### config.mk
export PLATFORM = sky130hd
export DESIGN_NAME = mem_rr_arbiter
export DESIGN_NICKNAME = d
export VERILOG_FILES = /design/src/rtl/mem_rr_arbiter.sv
export SDC_FILE = /design/constraint.sdc
export NUM_CORES = 1
export LEC_CHECK = 0
export CORE_ASPECT_RATIO = 1.1
export CORE_MARGIN = 4
export CORE_UTILIZATION = 27
export DETAILED_ROUTE_END_ITERATION = 10
export GPL_TIMING_DRIVEN = 1
export PLACE_DENSITY_LB_ADDON = 0.05
export SETUP_SLACK_MARGIN = 0.4
export SYNTH_ARGS = -nofsm -noshare
export SYNTH_HDL_FRONTEND = slang
export SYNTH_SLANG_ARGS = --single-unit
export TNS_END_PERCENT = 100
### constraint.sdc
create_clock -name clk -period 1.5 [get_ports clk]
set_input_delay 0.225 -clock clk [delete_from_list [all_inputs] [get_ports clk]]
set_output_delay 0.225 -clock clk [all_outputs]
set_load 0.05 [all_outputs]
### src/rtl/mem_rr_arbiter.sv
// Round-robin arbiter sharing one single-port memory between NUM_REQ requesters.
// Pipeline: accept -> issue (drives memory) -> registered response.
module mem_rr_arbiter #(
  parameter int DATA_WIDTH = 1,
  parameter int ADDR_WIDTH = 8,
  parameter int NUM_REQ    = 2
) (
  input  logic                          clk,
  input  logic                          rst,
  input  logic [NUM_REQ-1:0]            req_valid,
  input  logic [NUM_REQ-1:0]            req_we,
  input  logic [NUM_REQ*ADDR_WIDTH-1:0] req_addr,
  input  logic [NUM_REQ*DATA_WIDTH-1:0] req_wdata,
  output logic [NUM_REQ-1:0]            req_ready,
  output logic [NUM_REQ-1:0]            rsp_valid,
  output logic                          rsp_we,
  output logic [DATA_WIDTH-1:0]         rsp_rdata,
  output logic [ADDR_WIDTH-1:0]         mem_addr,
  output logic                          mem_we,
  output logic [DATA_WIDTH-1:0]         mem_din,
  input  logic [DATA_WIDTH-1:0]         mem_dout,
  output logic                          busy
);

  localparam int unsigned NR    = NUM_REQ;
  localparam int unsigned PTR_W = $clog2(NUM_REQ);

  logic [PTR_W-1:0]      ptr;
  logic [PTR_W-1:0]      winner;
  logic [PTR_W-1:0]      ptr_next;
  logic                  grant_any;
  logic                  accept;
  logic                  sel_we;
  logic [ADDR_WIDTH-1:0] sel_addr;
  logic [DATA_WIDTH-1:0] sel_wdata;

  logic                  issue_v;
  logic [PTR_W-1:0]      issue_id;
  logic                  issue_we;
  logic [ADDR_WIDTH-1:0] issue_addr;
  logic [DATA_WIDTH-1:0] issue_wdata;

  // Search from ptr, wrapping; the first valid requester wins.
  always_comb begin
    int unsigned idx;
    grant_any = 1'b0;
    winner    = '0;
    sel_we    = 1'b0;
    sel_addr  = '0;
    sel_wdata = '0;
    idx       = 0;
    for (int unsigned k = 0; k < NR; k++) begin
      idx = (32'(ptr) + k) % NR;
      if (!grant_any && req_valid[idx]) begin
        grant_any = 1'b1;
        winner    = PTR_W'(idx);
        sel_we    = req_we[idx];
        sel_addr  = req_addr[idx*ADDR_WIDTH +: ADDR_WIDTH];
        sel_wdata = req_wdata[idx*DATA_WIDTH +: DATA_WIDTH];
      end
    end
  end

  // Gated by rst so req_ready is low for the whole reset period, not just after it.
  assign accept   = grant_any & rst;
  assign ptr_next = (winner == PTR_W'(NR - 1)) ? '0 : winner + 1'b1;

  always_comb begin
    req_ready = '0;
    if (accept) begin
      req_ready[winner] = 1'b1;
    end
  end

  always_ff @(posedge clk or negedge rst) begin
    if (!rst) begin
      ptr         <= '0;
      issue_v     <= 1'b0;
      issue_id    <= '0;
      issue_we    <= 1'b0;
      issue_addr  <= '0;
      issue_wdata <= '0;
    end else begin
      issue_v <= accept;
      if (accept) begin
        ptr         <= ptr_next;
        issue_id    <= winner;
        issue_we    <= sel_we;
        issue_addr  <= sel_addr;
        issue_wdata <= sel_wdata;
      end
    end
  end

  // Address/data hold their last values while idle; only the write strobe drops.
  assign mem_addr = issue_addr;
  assign mem_din  = issue_wdata;
  assign mem_we   = issue_v & issue_we;

  always_ff @(posedge clk or negedge rst) begin
    if (!rst) begin
      rsp_valid <= '0;
      rsp_we    <= 1'b0;
      rsp_rdata <= '0;
    end else begin
      rsp_valid <= '0;
      rsp_we    <= 1'b0;
      rsp_rdata <= '0;
      if (issue_v) begin
        rsp_valid[issue_id] <= 1'b1;
        rsp_we              <= issue_we;
        rsp_rdata           <= issue_we ? '0 : mem_dout;
      end
    end
  end

  assign busy = issue_v | (|rsp_valid);

endmodule

==> results of run 1 <==
==> cells by family after synthesis <==
group / after synthesis / share of synthesized area [%]
AOI/OAI and AO/OA: 13 / 19.9
buffers and inverters: 6 / 6.57
DFF: 17 / 53.2
and+or+nand+nor: 32 / 20.3
==> layer usage <==
| metal | up-vias | share of wire, % |
|---|---|---|
| met2 | 25 | 50 |
| met1 | 373 | 44 |
| met3 | 2 | 5.5 |
| met5 | - | 0 |
| li1 | 384 | - |
| met4 | 0 | 0.68 |
==> power groups by stage <==
stage               clock (mW)  combinational (mW)  sequential, mW
global route             0.278               0.857           0.580
global placement             0               0.608           0.574
finish                   0.251               0.814           0.570
CTS                      0.262               0.721           0.571
floorplan                    0               0.190           0.738
detailed placement           0               0.610           0.576
==> layout make-up <==
class                   count  area (µm²)  share of cell area, %
inverters                   1        3.75                  0.223
clock buffers               4        26.3                   1.56
multi-input cells          45         472                   28.0
well taps                  33        41.3                   2.45
flip-flops and latches     17         428                   25.4
repair buffers             69         712                   42.3
==> stage by stage <==
stage	hold slack [ns]	setup TNS [ns]
4_1_cts	0.0314	0
3_5_place_dp	0.440	-0.0566
5_1_grt	0.0448	0
6_report	0.0475	0
2_1_floorplan	-0.0706	0
3_3_place_gp	0.425	-0.00810
==> sequential cells by signal, indices dropped and copies added (netlist names) <==
name and flops:
issue_v 1, mem_addr 8, mem_din 1, rsp_rdata 1, issue_we 1, ptr 1
rsp_valid 2, rsp_we 1, issue_id 1
==> how the worst max path moves through the flow <==
stage / start / to / slack, ns
finish: rsp_valid[1] / busy / 0.05
global route: issue_v / busy / 0.002
CTS: issue_v / busy / 0.03
detailed placement: rst / req_ready[0] / -0.03
global placement: rst / req_ready[0] / -0.008
floorplan: ptr / req_ready[0] / 0.28
==> critical path, cell delays in order, from the launching register on <==
cell and delay [ns]:
dfrtp_2 0.42, or3_4 0.36, buf_6 0.16
==> timing repair <==
| action | in CTS | in global routing |
|---|---|---|
| endpoints found under the setup margin | 26 | 27 |
| setup buffers | 8 | 8 |
| pin swaps | 5 | 3 |
| hold endpoints to repair | 0 | 0 |
| gates cloned | 0 | 0 |
| gates resized for setup | 34 | 11 |
==> cells in the final DEF (no fill, tap or decap), types with 2 or more instances in the layout <==
cell type and instances:
buf_4 21, nor3_4 3, nor3_2 7, nand2_1 2, o32ai_2 7, dfrtp_1 15, nor2_1 10, buf_12 5
dlygate4sd2_1 3, o32ai_4 3, clkbuf_4 3, dfrtp_2 2, clkdlybuf4s50_1 21, nor2_4 2, and2_4 2, buf_6 18
==> Yosys cell counts, drive strengths merged <==
master | instances | area [µm²]
and2 | 3 | 18.8
o21ai | 1 | 5.00
nand2 | 3 | 13.8
and3b | 1 | 8.76
or3 | 1 | 6.26
o22ai | 1 | 6.26
buf | 4 | 35.0
o21a | 1 | 7.51
nor2 | 12 | 45.0
clkbuf | 1 | 13.8
inv | 1 | 3.75
nor3 | 10 | 50.1
nor2b | 2 | 20.0
dfrtp | 17 | 425
o32ai | 10 | 140
==> out/qor.yml, run 1 <==
stdcell_count: 169
grt_max_degree: 16
ctsRootBufferMaster: "clkbuf_4"
worstPathRequired_ns: 1.27
gp_congestion: 0.717
p_comb_share_pct: 49.8
fmax_ghz: 0.690
diodes: 0
via_per_inst: 4.64
hold_buffers: 0
finalClockSkew_ns: 0.00303
drc: 0
wire_per_inst_um: 14.7
io_buffers: 41
reg2reg_depth: 6
hold_viol_final: 0
h-tree-depth: 1
swShare_pct: 37.4
power.static_leakage_nw: 0.698
clkTransAtPathRegs_ns: 0.10
io_pins: 42
num_rows: 20
postSynthAreaPerCell_um2: 11.8
yosysSeqAreaShare_pct: 53.2
yosys_warnings: 0
fin_crit_ns: 1.45
path_class: "reg -> out"
hpwl_um: 1670
r2r_end: "mem_addr[2]"
setup_slack_ns: 0.0509
dp_cells: 149
power.share.clock_pct: 15.3
cap_violations: 0
peakVddDrop_uv: 494
grt-busiest-layer: "met1"
antenna_found_initial: 0
synth.ff_latch_count: 17
cts.sinks: 17
place_ws_ns: -0.0290
use_met2_pct: 18.6
power_frac_seq_pct: 34.9
slew-limit-headroom_pct: 86.1
dieArea_um2: 3900
cp_max_fo: 2
die_h_um: 65.1
drv_slew: 0
met1_usage_pct: 18.9
syn_area_um2: 800
postPlaceCellArea_um2: 1340
drt_pass1_iterations: 4
rsz0062_at_grt: "yes"
grt_first_pass_wirelength_um: 3850
cts_buffers: 3
start_util_pct: 28.5
grt_pass1_vias: 772
min_path_type: "in -> async"
tightestPinTransition_ns: 0.209
overflow: 0
start_kind: "flip-flop"
die_width_um: 59.9
yosysUniqueCellTypes: 20
power_density_nw_per_um2: 971
r2r_start: "ptr"
drtIter0Drc: 10
core-area_um2: 2800
cellInternalPower_mw: 1.02
fillers: 244
min_period_over_period_pct: 96.6
nets: 162
synth_cells: 68
use_met3_pct: 2.99
final_cell_area_um2: 1680
arrival_ns: 1.22
via_count: 784
wirelength_um: 2490
clk-insertion-delay-late_ns: 0.29
endpoint_kind: "output port"
drive_gt1_share_pct: 56.6
ant_nets: 0
p_switching_mw: 0.612
power_mw: 1.63
synth_fp_nets: 93
area_growth_pct: 110
status: "completed"
cts_tree: "built"
finish.utilization_pct: 60.0
setup_viol: 0
clk_path_buf_depth: 2
rrSetupSlack_ns: 0.21
grtUsageTotal_pct: 13.1
No activity file was read; power rests on OpenSTA's default activity.
==> run 2, diff against run 1 <==
--- a/config.mk
+++ b/config.mk
@@ -12,6 +12,7 @@
 export GPL_TIMING_DRIVEN = 1
 export PLACE_DENSITY_LB_ADDON = 0.05
 export SETUP_SLACK_MARGIN = 0.4
+export SKIP_LAST_GASP = 1
 export SYNTH_ARGS = -nofsm -noshare
 export SYNTH_HDL_FRONTEND = slang
 export SYNTH_SLANG_ARGS = --single-unit
==> results of run 2 <==
The final DEF is identical to that of run 1; final timing and power are the same.
